`config.mk`:
```
export PLATFORM = sky130hd
export DESIGN_NAME = pi_code_ctrl
export DESIGN_NICKNAME = d
export VERILOG_FILES = /design/src/rtl/pi_ctrl_pkg.sv /design/src/rtl/pi_freq_integrator.sv /design/src/rtl/pi_code_ctrl.sv
export SDC_FILE = /design/constraint.sdc
export NUM_CORES = 1
export LEC_CHECK = 0
export BUFFER_PORTS_ARGS = -buffer_cell sky130_fd_sc_hd__buf_2
export CAP_MARGIN = 5
export CORE_ASPECT_RATIO = 1.5
export CORE_MARGIN = 3
export CORE_UTILIZATION = 55
export CTS_CLUSTER_DIAMETER = 60
export DETAILED_ROUTE_END_ITERATION = 10
export PLACE_DENSITY = 0.93
export RECOVER_POWER = 100
export SLEW_MARGIN = 25
export SYNTH_ARGS = -nofsm -noshare
export SYNTH_HDL_FRONTEND = slang
export SYNTH_HIERARCHICAL = 1
export SYNTH_SLANG_ARGS = --single-unit
```
`constraint.sdc`:
```
create_clock -name CLK -period 6 [get_ports CLK]
set_input_delay 0.3 -clock CLK [delete_from_list [all_inputs] [get_ports CLK]]
set_output_delay 0.3 -clock CLK [all_outputs]
set_load 0.01 [all_outputs]
```
`src/rtl/pi_ctrl_pkg.sv`:
```
`default_nettype none
// ============================================================================
//  Module      : pi_ctrl_pkg
//  Description : Shared types and helpers for the phase-interpolator code
//                controller: the slew FSM state type, a signed modular
//                difference helper and an index-to-one-hot helper.
//  Revision    : 1.0 - initial parametrised release
// ============================================================================
package pi_ctrl_pkg;

   typedef enum logic [0:0] {
      PI_SETTLED = 1'b0,
      PI_SLEW    = 1'b1
   } pi_state_e;

   // Signed difference (a - b) modulo 2^w, sign-extended to 32 bits.
   // The half-range value -2^(w-1) comes out negative, which makes a
   // half-turn target move downward.
   function automatic logic signed [31:0] pi_wrap_diff(
      input logic [31:0] a,
      input logic [31:0] b,
      input int unsigned w
   );
      logic [31:0] raw;
      logic [31:0] mask;
      raw  = a - b;
      mask = (32'd1 << w) - 32'd1;
      if (((raw >> (w - 32'd1)) & 32'd1) != 32'd0) begin
         return $signed(raw | ~mask);
      end
      return $signed(raw & mask);
   endfunction

   // Index to one-hot; callers keep the low NUM_PHASES bits.
   function automatic logic [63:0] pi_onehot(input logic [5:0] idx);
      return 64'd1 << idx;
   endfunction

endpackage
`default_nettype wire

```
`src/rtl/pi_freq_integrator.sv`:
```
`default_nettype none
// ============================================================================
//  Module      : pi_freq_integrator
//  Description : Second-order (frequency) path of the interpolator code
//                controller. Only instantiated when PI_FREQ_ACC_EN is defined.
//                freq_int integrates up/dn votes with symmetric saturation;
//                on every tick frac_acc accumulates freq_int and reports a
//                wrap as a one-cycle carry (upward) or borrow (downward).
//  Ports       : CLK, rst_n       - clock, asynchronous active-low reset
//                up, dn           - phase votes
//                tick             - update tick from the controller
//                clear            - accepted code load; clears frac_acc
//                freq_int         - integrator value (two's complement)
//                carry, borrow    - +1 / -1 requests for the target code
//  Revision    : 1.0 - initial release
// ============================================================================
module pi_freq_integrator #(
   parameter int FREQ_W = 12,
   parameter int FRAC_W = 8
) (
   input  logic              CLK,
   input  logic              rst_n,
   input  logic              up,
   input  logic              dn,
   input  logic              tick,
   input  logic              clear,
   output logic [FREQ_W-1:0] freq_int,
   output logic              carry,
   output logic              borrow
);

   localparam int c_FREQ_MAX = (1 << (FREQ_W - 1)) - 1;
   localparam int c_FRAC_MOD = 1 << FRAC_W;

   logic signed [FREQ_W-1:0] r_freq;
   logic        [FRAC_W-1:0] r_frac;
   int                       w_fsum;
   int                       w_asum;

   always_comb begin
      w_fsum = int'(r_freq);
      if (up && !dn) begin
         w_fsum = w_fsum + 1;
      end else if (dn && !up) begin
         w_fsum = w_fsum - 1;
      end
      // Symmetric clamp keeps the most negative code unused.
      if (w_fsum > c_FREQ_MAX) begin
         w_fsum = c_FREQ_MAX;
      end else if (w_fsum < -c_FREQ_MAX) begin
         w_fsum = -c_FREQ_MAX;
      end
      w_asum = int'(r_frac) + int'(r_freq);
   end

   assign carry    = tick && !clear && (w_asum >= c_FRAC_MOD);
   assign borrow   = tick && !clear && (w_asum < 0);
   assign freq_int = r_freq;

   always_ff @(posedge CLK or negedge rst_n) begin
      if (!rst_n) begin
         r_freq <= '0;
         r_frac <= '0;
      end else begin
         r_freq <= FREQ_W'(w_fsum);
         if (clear) begin
            r_frac <= '0;
         end else if (tick) begin
            r_frac <= FRAC_W'(w_asum);
         end
      end
   end

endmodule
`default_nettype wire

```
`src/rtl/pi_code_ctrl.sv`:
```
`default_nettype none
// ============================================================================
//  Module      : pi_code_ctrl
//  Description : Phase-interpolator code controller. Converts up/dn phase
//                votes and absolute code loads into a slew-limited,
//                wrap-around interpolator code, and decodes it into mixer
//                phase selects plus complementary weights.
//                Optional second-order frequency path: define PI_FREQ_ACC_EN.
//  Ports       : CLK, rst_n                 - clock, async active-low reset
//                load_valid/load_code/load_ready - absolute code load
//                up, dn                      - one-cycle target votes
//                code_out, code_valid        - applied code, change pulse
//                phase_sel_a, phase_sel_b    - one-hot mixer phase selects
//                weight_a, weight_b          - complementary weights
//                settled                     - applied code equals target
//                freq_mon                    - frequency integrator (or 0)
//  Revision    : 1.0 - initial parametrised release
// ============================================================================
module pi_code_ctrl
   import pi_ctrl_pkg::*;
#(
   parameter  int NUM_PHASES = 8,
   parameter  int WEIGHT_W   = 8,
   parameter  int MAX_STEP   = 4,
   parameter  int UPD_DIV    = 4,
   parameter  int FREQ_W     = 12,
   parameter  int FRAC_W     = 8,
   localparam int CODE_W     = $clog2(NUM_PHASES) + WEIGHT_W
) (
   input  logic                  CLK,
   input  logic                  rst_n,
   input  logic                  load_valid,
   input  logic [CODE_W-1:0]     load_code,
   output logic                  load_ready,
   input  logic                  up,
   input  logic                  dn,
   output logic [CODE_W-1:0]     code_out,
   output logic                  code_valid,
   output logic [NUM_PHASES-1:0] phase_sel_a,
   output logic [NUM_PHASES-1:0] phase_sel_b,
   output logic [WEIGHT_W-1:0]   weight_a,
   output logic [WEIGHT_W-1:0]   weight_b,
   output logic                  settled,
   output logic [FREQ_W-1:0]     freq_mon
);

   localparam int c_PH_W  = $clog2(NUM_PHASES);
   localparam int c_CNT_W = $clog2(UPD_DIV);

   // ------------------------------------------------------------------------
   // Elaboration-time parameter checks
   // ------------------------------------------------------------------------
   if ((NUM_PHASES < 4) || (NUM_PHASES > 64) ||
       ((NUM_PHASES & (NUM_PHASES - 1)) != 0)) begin : g_chk_phases
      $error("NUM_PHASES must be a power of 2 in 4..64");
   end
   if (UPD_DIV < 2) begin : g_chk_div
      $error("UPD_DIV must be at least 2");
   end
   if ((MAX_STEP < 1) || (MAX_STEP >= (1 << (CODE_W - 1)))) begin : g_chk_step
      $error("MAX_STEP must be in 1..2^(CODE_W-1)-1");
   end
   if ((FRAC_W < 1) || (FRAC_W > 30) || (FREQ_W < 2) || (FREQ_W > 30)) begin : g_chk_freq
      $error("FREQ_W/FRAC_W out of range");
   end

   // ------------------------------------------------------------------------
   // Registers and next-state wires
   // ------------------------------------------------------------------------
   logic [CODE_W-1:0]  r_target;
   logic [CODE_W-1:0]  r_applied;
   logic [c_CNT_W-1:0] r_tick_cnt;
   pi_state_e          r_state;
   logic               r_code_valid;

   logic [CODE_W-1:0]  w_target_nxt;
   logic [CODE_W-1:0]  w_applied_nxt;
   pi_state_e          w_state_nxt;
   logic               w_tick;
   logic               w_load_acc;
   logic signed [31:0] w_diff;
   logic signed [31:0] w_step;
   logic signed [2:0]  w_delta;
   logic               w_carry;
   logic               w_borrow;
   logic [c_PH_W-1:0]  w_ph_a;
   logic [c_PH_W-1:0]  w_ph_b;

   assign w_tick     = (r_tick_cnt == c_CNT_W'(UPD_DIV - 1));
   assign load_ready = (r_state == PI_SETTLED);
   assign w_load_acc = load_valid && load_ready;

   // ------------------------------------------------------------------------
   // Optional frequency path
   // ------------------------------------------------------------------------
`ifdef PI_FREQ_ACC_EN
   logic [FREQ_W-1:0] w_freq_int;

   pi_freq_integrator #(
      .FREQ_W (FREQ_W),
      .FRAC_W (FRAC_W)
   ) u_freq (
      .CLK      (CLK),
      .rst_n    (rst_n),
      .up       (up),
      .dn       (dn),
      .tick     (w_tick),
      .clear    (w_load_acc),
      .freq_int (w_freq_int),
      .carry    (w_carry),
      .borrow   (w_borrow)
   );

   assign freq_mon = w_freq_int;
`else
   assign w_carry  = 1'b0;
   assign w_borrow = 1'b0;
   assign freq_mon = '0;
`endif

   // ------------------------------------------------------------------------
   // Target update: a load wins and drops same-cycle votes; otherwise the
   // votes and any accumulator carry/borrow are summed (net range +-2).
   // ------------------------------------------------------------------------
   always_comb begin
      w_delta = 3'sd0;
      if (up && !dn) begin
         w_delta = 3'sd1;
      end else if (dn && !up) begin
         w_delta = -3'sd1;
      end
      if (w_carry) begin
         w_delta = w_delta + 3'sd1;
      end
      if (w_borrow) begin
         w_delta = w_delta - 3'sd1;
      end

      if (w_load_acc) begin
         w_target_nxt = load_code;
      end else begin
         w_target_nxt = r_target + {{(CODE_W-3){w_delta[2]}}, w_delta};
      end
   end

   // ------------------------------------------------------------------------
   // Slew: on a tick move applied toward the pre-edge target by at most
   // MAX_STEP along the shorter way round the code circle.
   // ------------------------------------------------------------------------
   assign w_diff = pi_wrap_diff(32'(r_target), 32'(r_applied), CODE_W);

   always_comb begin
      if (w_diff > MAX_STEP) begin
         w_step = MAX_STEP;
      end else if (w_diff < -MAX_STEP) begin
         w_step = -MAX_STEP;
      end else begin
         w_step = w_diff;
      end
      w_applied_nxt = w_tick ? (r_applied + CODE_W'(w_step)) : r_applied;
   end

   // ------------------------------------------------------------------------
   // FSM next state. Leaving SETTLED looks at the post-edge codes so that
   // load_ready drops together with settled; returning needs a tick.
   // ------------------------------------------------------------------------
   always_comb begin
      w_state_nxt = r_state;
      case (r_state)
         PI_SETTLED: begin
            if (w_target_nxt != w_applied_nxt) begin
               w_state_nxt = PI_SLEW;
            end
         end
         PI_SLEW: begin
            if (w_tick && (w_target_nxt == w_applied_nxt)) begin
               w_state_nxt = PI_SETTLED;
            end
         end
         default: w_state_nxt = PI_SETTLED;
      endcase
   end

   always_ff @(posedge CLK or negedge rst_n) begin
      if (!rst_n) begin
         r_target     <= '0;
         r_applied    <= '0;
         r_tick_cnt   <= '0;
         r_state      <= PI_SETTLED;
         r_code_valid <= 1'b0;
      end else begin
         r_target     <= w_target_nxt;
         r_applied    <= w_applied_nxt;
         r_tick_cnt   <= w_tick ? '0 : (r_tick_cnt + c_CNT_W'(1));
         r_state      <= w_state_nxt;
         r_code_valid <= (w_applied_nxt != r_applied);
      end
   end

   // ------------------------------------------------------------------------
   // Output decode (combinational from the applied code)
   // ------------------------------------------------------------------------
   assign code_out    = r_applied;
   assign code_valid  = r_code_valid;
   assign settled     = (r_applied == r_target);
   assign w_ph_a      = r_applied[CODE_W-1:WEIGHT_W];
   assign w_ph_b      = w_ph_a + c_PH_W'(1);   // wraps to phase 0 past the top
   assign phase_sel_a = NUM_PHASES'(pi_onehot(6'(w_ph_a)));
   assign phase_sel_b = NUM_PHASES'(pi_onehot(6'(w_ph_b)));
   assign weight_b    = r_applied[WEIGHT_W-1:0];
   assign weight_a    = ~weight_b;

endmodule
`default_nettype wire

```
==> results.toml, run 1 <==
[outcome]
status = "finished clean"

[critical_path]
cp_cell_sequence = "ha_1 > inv_1 > fa_1 > a21oi_2 > o22ai_1 > or2_1 > a21o_1 > a21oi_2 > xnor2_1 > or4_4 > a21oi_1 > ha_1 > inv_1 > fa_1 > nand2b_1 > a21oi_1 > nor4_1 > a311oi_1 > o21ai_1 > xor2_1 > nor4_1 > nand4b_1"
crit_arrival_ns = 5.73
crit_path_end_kind = "flop"
critical_path.top_delay_family = "compound AO/OA/AOI/OAI gates"
startpoint_type = "flop"
max_stage_delay_ns = 0.52
cp.required_ns = 6.15
slowest_stage = "or4_4"
critPathBufInv = 2
crit_fanout = 8
crit_type = "flop to flop"

[cells_and_area]
layout_commonest_cell = "clkbuf_1"
final_cell_mix = "clkbuf_1 (47), ha_1 (35), dfrtp_1 (26)"
area_delta_synth_final_pct = 7.91
n_antenna_cell = 0
fin_nets = 458
drive_gt1_frac = 0.0720
fin_cells = 471
final_area_um2 = 3260

[yosys]
synthAdderAreaFrac = 0.165
postSynthCellCount = 355
synthXorXnorAreaFrac = 0.120
synthesis.area_um2 = 3020
synth.avg_cell_area_um2 = 8.52
async_flop_share = 1.00
yosys.area_share.simple = 0.168
synth_top_family_by_area = "compound AO/OA/AOI/OAI gates"
yosysWarningCount = 6
synth.ff_latch_count = 26
yosysUniqueCellTypes = 62
seq_area_frac_synth = 0.215
synth_compound_area_frac = 0.211
synth-edff-count = 0
synth_ff_type = "dfrtp_1"
synth_mux_area_frac = 0.0257

[detailed_routing]
avgViaCountPerCell = 6.06
remaining_drc_errors = 0
num_vias = 2854
drt_wl_total_um = 7510
initialDrtViolationCount = 207
ant_nets = 0
wl_per_cell_um = 15.9
first_pass_iters = 4

[grt]
grt_util_all_layers = 0.245
antenna_found_initial = 0
grt_max_degree = 27
grt_pass1_wl_um = 12700
grt_pass1_vias = 2869
gr-total-overflow = 0

[sta]
min_period_ns = 5.59
finalSetupTns_ns = 0
fin_ws_ns = 0.415
finalSetupViolCount = 0
grt_setup_unrepaired = "no"
finalCritPeriodShare = 0.931
maxSlewHeadroom = 0.0384
finalHoldViolations = 0
slew_violations = 0
fmax_ghz = 0.179
worst_pin_slew_ns = 1.44
finClkSkew_ns = 0.0112

[cts]
cts_setup_buffers = 0
cts_resized = 0
insertion_delay_ns = 0.28
postCtsHoldBufs = 0
cts_tree = "yes"
numCtsBuffers = 3
cts-htree-levels = 1
cts.sinks = 26
clkTransAtPathRegs_ns = 0.10
root_buffer = "clkbuf_8"
cts_buffer_depth = 2

[die]
start_util = 0.576
die_w_um = 66.5
boundaryPins = 74
dieArea_um2 = 6440
row_count = 32
coreArea_um2 = 5250
die_height_um = 96.8

[place]
io_buffer_count = 61
post-place-cells = 467
gp_congestion = 0.911
dp_hpwl_um = 6100
placed_cell_area_um2 = 3260
dpl_worst_slack_ns = 0.447

[hold_path]
hold_class = "primary input to flop"

[flow_run]
drv_cap = 0
==> sequential cells by signal, indices dropped and copies added, names as in the netlist <==
register	flops
r_state	1
r_target	11
code_out	11
r_tick_cnt	2
code_valid	1
==> routing by layer <==
layer  track usage  part of all wire  vias to the layer above  routed length [µm]
met1         0.275              0.37                     1329                2780
met5             0                 0                        -                   0
met4         0.110             0.040                        0                 297
met2         0.445              0.53                      133                3980
li1              -                 -                     1359                   -
met3        0.0244             0.059                       33                 444
==> kinds of logic (layout without fill, tap and decap cells) <==
logic type,after synthesis,in the layout
xor gates and xnor gates,40,40
buffers and inverters,52,89
other,1,12
and+or+nand+nor,100,100
DFF,26,26
AOI/OAI and AO/OA,91,91
muxes,7,7
adders and majority gates,38,38
==> worst reg2reg max path, cell delays in order (launching register included) <==
cell and delay [ns]:
dfrtp_1 0.48, ha_1 0.19, inv_1 0.05, fa_1 0.41, a21oi_2 0.20, o22ai_1 0.15
or2_1 0.35, a21o_1 0.24, a21oi_2 0.16, xnor2_1 0.11, or4_4 0.52, a21oi_1 0.15
ha_1 0.20, inv_1 0.06, fa_1 0.39, nand2b_1 0.18, a21oi_1 0.28, nor4_1 0.10
a311oi_1 0.38, o21ai_1 0.20, xor2_1 0.21, nor4_1 0.31, nand4b_1 0.14
==> through the flow <==
step,utilization,hold slack [ns]
4_1_cts,0.632,0.0393
2_1_floorplan,-,0.00441
5_1_grt,0.622,0.301
3_5_place_dp,0.622,0.340
3_3_place_gp,0.622,0.330
6_report,0.622,0.290
==> final timing paths <==
check	start	slack [ns]	to	depth (start not counted)
max reg2reg	code_out[0]$_DFF_PN0_	0.41	r_state$_DFF_PN0_	22
max in group asynchronous	rst_n	4.81	code_out[6]$_DFF_PN0_	1
min reg2reg	r_tick_cnt[0]$_DFF_PN0_	0.43	r_tick_cnt[0]$_DFF_PN0_	1
min	load_code[3]	0.29	r_target[3]$_DFF_PN0_	3
min in group asynchronous	rst_n	0.33	r_tick_cnt[0]$_DFF_PN0_	1
max	code_out[0]$_DFF_PN0_	0.41	r_state$_DFF_PN0_	22
==> cell usage after synthesis, drive strengths merged, types with 6 or more instances <==
library cell | count | area (µm²)
buf | 23 | 173
nand2 | 20 | 77.6
inv | 23 | 86.3
nand3 | 12 | 60.1
a221oi | 7 | 78.8
nor3 | 14 | 70.1
ha | 35 | 438
dfrtp | 26 | 651
and3 | 6 | 37.5
a21o | 9 | 67.6
a21oi | 20 | 111
o21ai | 20 | 100
mux2 | 6 | 67.6
nor2 | 21 | 78.8
xor2 | 18 | 158
xnor2 | 21 | 184
==> final cells by class <==
class                      count  area, µm²
clock buffer                   4       55.1
fill                         474       1980
inverter                      24       90.1
multi-input combinational    288       2130
sequential                    26        651
tap                           68       85.1
timing repair buffer          61        246
Power of run 1 is left out: the tool's default activity adds up to more than one toggle a clock period on the data nets, which glitch-free logic cannot reach.
==> inputs of run 2 (changes only) <==
Settings changed: CELL_PAD_IN_SITES_DETAIL_PLACEMENT set to 1, CELL_PAD_IN_SITES_GLOBAL_PLACEMENT set to 1, CORE_UTILIZATION 55 to 40, PLACE_DENSITY 0.93 to 0.92.
==> run 2 against run 1 <==
First-iteration DRC count down 48%. Setup slack worse by 0.079 ns. Die area grew 34%. Non-clock buffer count unchanged. Sequential cell count unchanged. Worst hold slack worse by 0.018 ns. Critical path depth did not move. Count of clock-buffer cells in the layout down 1. Final area grew 2.2%. Clock skew decreased by 0.0088 ns. Sequential share of layout area is 0.43 points lower. Via count decreased by 0.74%. Critical endpoint unchanged.
==> results.toml, run 2 (synthesis gave the netlist of run 1 again) <==
[sta]
hold_ws_ns = 0.273
slew_violations = 0
min_period_ns = 5.66
finalCritPeriodShare = 0.944
finClkSkew_ns = 0.00248
fmax_ghz = 0.177
finalHoldViolations = 0
maxSlewHeadroom = 0.0356
grt_setup_unrepaired = "yes"
worst_pin_slew_ns = 1.45
finalSetupViolCount = 0

[cts]
clkTransAtPathRegs_ns = 0.10
numCtsBuffers = 3
root_buffer = "clkbuf_8"
cts_tree = "yes"
cts_buffer_depth = 2
cts.sinks = 26
cts-htree-levels = 1
insertion_delay_ns = 0.30
postCtsHoldBufs = 0

[detailed_routing]
remaining_drc_errors = 0
drt_wl_total_um = 8940
first_pass_iters = 4
wl_per_cell_um = 17.8
initialDrtViolationCount = 108
ant_nets = 0
num_vias = 2833
avgViaCountPerCell = 5.63

[die]
start_util = 0.416
dieArea_um2 = 8660
die_w_um = 77.0
coreArea_um2 = 7270
row_count = 38
boundaryPins = 74
die_height_um = 112

[critical_path]
reg2reg_slack_ns = 0.34
crit_fanout = 8
crit_path_end_kind = "flop"
crit_type = "flop to flop"
startpoint_type = "flop"
cp.required_ns = 6.24
crit_arrival_ns = 5.90

[cells_and_area]
utilization = 0.458
n_antenna_cell = 0
final_cell_mix = "clkbuf_1 (45), ha_1 (35), dfrtp_1 (26)"
area_delta_synth_final_pct = 10.3
drive_gt1_frac = 0.0918
fin_cells = 503
fill_cells = 928
fin_nets = 458
layout_commonest_cell = "clkbuf_1"

[grt]
grt_util_all_layers = 0.210
grt_pass1_vias = 3081
gr-total-overflow = 0
grt_pass1_wl_um = 14700
grt_max_degree = 27
antenna_found_initial = 0

[hold_path]
hold_class = "primary input to flop"

[place]
dp_hpwl_um = 7260
io_buffer_count = 61
gp_congestion = 0.879
post-place-cells = 499

[flow_run]
drv_cap = 0

[outcome]
status = "finished clean"
run 2: cell types whose count changed in the layout (fill, tap and decap cells not counted), sizes merged:
cell and delta:
buf +2, bufinv +1, clkbuf -3
run 2: layout make-up:
type,count,area [µm²],area share
inverter,24,90.1,0.0270
tap,100,125,0.0375
sequential,26,651,0.195
clock inverter,1,30.0,0.00901
timing repair buffer,61,249,0.0747
multi-input combinational,288,2150,0.644
clock buffer,3,41.3,0.0124
run 2: path summary, 6_finish.rpt:
kind,start,endpoint,cells past startpoint
hold / removal,load_code[1],r_target[1]$_DFF_PN0_,2
max in group asynchronous,rst_n,r_target[9]$_DFF_PN0_,1
hold reg to reg,r_tick_cnt[0]$_DFF_PN0_,r_tick_cnt[0]$_DFF_PN0_,1
setup / recovery,code_out[0]$_DFF_PN0_,r_state$_DFF_PN0_,22
min in group asynchronous,rst_n,r_tick_cnt[1]$_DFF_PN0_,1
setup reg to reg,code_out[0]$_DFF_PN0_,r_state$_DFF_PN0_,22
run 2: critical path: stages, from the launching register on:
cell and delay, ns:
dfrtp_1 0.47, ha_1 0.21, inv_1 0.06, fa_1 0.42, a21oi_2 0.18, o22ai_1 0.15
or2_1 0.36, a21o_1 0.23, a21oi_2 0.15, xnor2_1 0.10, or4_4 0.51, a21oi_1 0.15
ha_1 0.21, inv_1 0.07, fa_1 0.42, nand2b_1 0.19, a21oi_1 0.31, o22a_1 0.22
a31oi_1 0.16, xnor2_1 0.39, nand2_2 0.14, xnor3_1 0.39, nand4b_1 0.10
run 2: through the flow:
stage	setup TNS [ns]	setup WS [ns]	instance area [µm²]
after floorplan	0	1.13	3060
after global placement	0	0.555	3300
after detailed placement	0	0.340	3300
after CTS	0	0.304	3370
after global routing	-0.0894	-0.0894	3330
final	0	0.336	3330
run 2: repair_timing:
action / CTS / global route
hold endpoints to repair: 0 / 0
gates resized for setup: 0 / 4
setup buffers: 0 / 0
setup endpoints to repair: 0 / 2
run 2: metal layers:
layer | wire [µm] | vias up | share of wire | global-route usage
met5 | 0 | - | 0 | 0
met4 | 405 | 0 | 0.045 | 0.122
met3 | 336 | 31 | 0.038 | 0.0313
met2 | 4860 | 72 | 0.54 | 0.396
met1 | 3330 | 1376 | 0.37 | 0.215
li1 | - | 1354 | - | -
Power of run 2 is left out for the same reason.
==> inputs of run 3 (changes only) <==
Settings changed: HOLD_SLACK_MARGIN set to 0.06, MAX_ROUTING_LAYER set to met4.
Clock period 6 ns to 6.48 ns, I/O delays scaled along.
==> run 3 against run 2 <==
Maximum frequency fell by 5.3%. Count of clock-buffer cells in the layout did not move. Worst hold slack gained 0.021 ns. Final area is 0.38% lower. Critical endpoint is now code_valid$_DFF_PN0_.
==> results.toml, run 3 (synthesis gave the netlist of run 1 again) <==
[detailed_routing]
wl_per_cell_um = 18.6
initialDrtViolationCount = 159
remaining_drc_errors = 0
first_pass_iters = 4
ant_nets = 0
num_vias = 2903
avgViaCountPerCell = 5.76
drt_wl_total_um = 9360

[sta]
fin_ws_ns = 0.499
finalCritPeriodShare = 0.923
grt_setup_unrepaired = "no"
slew_violations = 0
fmax_ghz = 0.167
finalSetupTns_ns = 0
finClkSkew_ns = 0.0117
min_period_ns = 5.98
finalSetupViolCount = 0
maxSlewHeadroom = 0.0116
finalHoldViolations = 0
worst_pin_slew_ns = 1.48

[grt]
grt_util_all_layers = 0.226
gr-total-overflow = 0
antenna_found_initial = 0
grt_max_degree = 27
grt_pass1_vias = 3230
grt_pass1_wl_um = 15300

[cells_and_area]
fin_nets = 459
fill_cells = 934
multi_input_area_um2 = 2130
drive_gt1_frac = 0.0668
final_cell_mix = "clkbuf_1 (47), ha_1 (35), dfrtp_1 (26)"
regArea_um2 = 651
fin_cells = 504
n_antenna_cell = 0
area_delta_synth_final_pct = 9.85
final_area_um2 = 3320
layout_commonest_cell = "clkbuf_1"

[hold_path]
hp-start = "load_code[0]"
hold_class = "primary input to flop"
hold_path_depth = 2
min_to = "r_target[0]$_DFF_PN0_"

[die]
die_height_um = 112
row_count = 38
boundaryPins = 74
coreArea_um2 = 7270
die_w_um = 77.0
dieArea_um2 = 8660
start_util = 0.416

[critical_path]
max_stage_delay_ns = 0.53
cp.required_ns = 6.64
crit_fanout = 7
reg2reg_slack_ns = 0.50
cp_cell_sequence = "ha_1 > inv_1 > fa_1 > a21oi_1 > o22ai_1 > o21ai_1 > a221oi_4 > nor3_1 > nand2_1 > or4_4 > a21oi_1 > ha_1 > inv_1 > fa_1 > nand2b_1 > a21oi_1 > xor2_1 > a21oi_1 > a311oi_1 > nand4_1 > nor4_1 > o221ai_1"
reg2reg_to = "code_valid$_DFF_PN0_"
startpoint_type = "flop"
worst-r2r-cell-count = 22
cp_common_cell = "a21oi_1"
crit_type = "flop to flop"
crit_arrival_ns = 6.15
slowest_stage = "o21ai_1"
crit_path_end_kind = "flop"
reg2reg_from = "code_out[0]$_DFF_PN0_"

[flow_run]
drv_cap = 0

[cts]
numCtsBuffers = 3
insertion_delay_ns = 0.30
cts-htree-levels = 1
cts_tree = "yes"
root_buffer = "clkbuf_8"
cts_buffer_depth = 2
clkTransAtPathRegs_ns = 0.11
cts.sinks = 26

[place]
post-place-cells = 499
io_buffer_count = 61
gp_congestion = 0.895
dp_hpwl_um = 7360
placed_cell_area_um2 = 3300
dpl_worst_slack_ns = 0.781

[outcome]
status = "finished clean"
[run 3: cell count changes in the layout (fill, tap and decap cells not counted), moves of 2 or more]
cell      before  now
mux2_2         5    1
clkbuf_1      45   47
buf_2         16   14
mux2_1         1    5
[run 3: timing repair]
item                                   4_1_cts  5_1_grt
hold buffers                                 1        0
endpoints found under the hold margin       15        0
gates resized for setup                      0        0
setup buffers                                0        0
[run 3: layout make-up]
cell class / instances / share of cell area
Multi-Input combinational cell: 288 / 0.641
Sequential cell: 26 / 0.196
Clock buffer: 3 / 0.0124
Clock inverter: 1 / 0.00904
Timing Repair Buffer: 62 / 0.0772
Inverter: 24 / 0.0271
Tap cell: 100 / 0.0377
[run 3: critical path, delay by kind of cell, from the launching register on]
family          cells  cell delay, ns
flops               1            0.49
simple gates        6            1.57
compound gates      9            2.19
buf+inv             2            0.12
xor+xnor            1            0.25
fa+ha+maj           4            1.21
[run 3: stage by stage]
step                      hold slack [ns]  utilization
after floorplan                    0.0284            -
after global placement              0.354        0.454
after detailed placement            0.373        0.454
after CTS                           0.295        0.465
after global routing                0.299        0.456
final                               0.293        0.456
[run 3: how the worst max path moves through the flow]
stage / startpoint / end / slack (ns) / cells after the start
floorplan: code_out[1]$_DFF_PN0_ / r_state$_DFF_PN0_ / 1.61 / 22
global placement: code_out[0]$_DFF_PN0_ / code_valid$_DFF_PN0_ / 1.03 / 22
detailed placement: code_out[0]$_DFF_PN0_ / code_valid$_DFF_PN0_ / 0.78 / 22
CTS: code_out[0]$_DFF_PN0_ / code_valid$_DFF_PN0_ / 0.70 / 22
global route: code_out[0]$_DFF_PN0_ / r_state$_DFF_PN0_ / 0.13 / 22
finish: code_out[0]$_DFF_PN0_ / code_valid$_DFF_PN0_ / 0.50 / 22
[run 3: layer usage]
metal	vias to the layer above	part of all wire	GRT usage
met4	0	0.053	0.146
li1	1348	-	-
met3	41	0.042	0.0281
met2	99	0.54	0.414
met5	-	0	-
met1	1415	0.37	0.221
Power of run 3 is left out for the same reason.
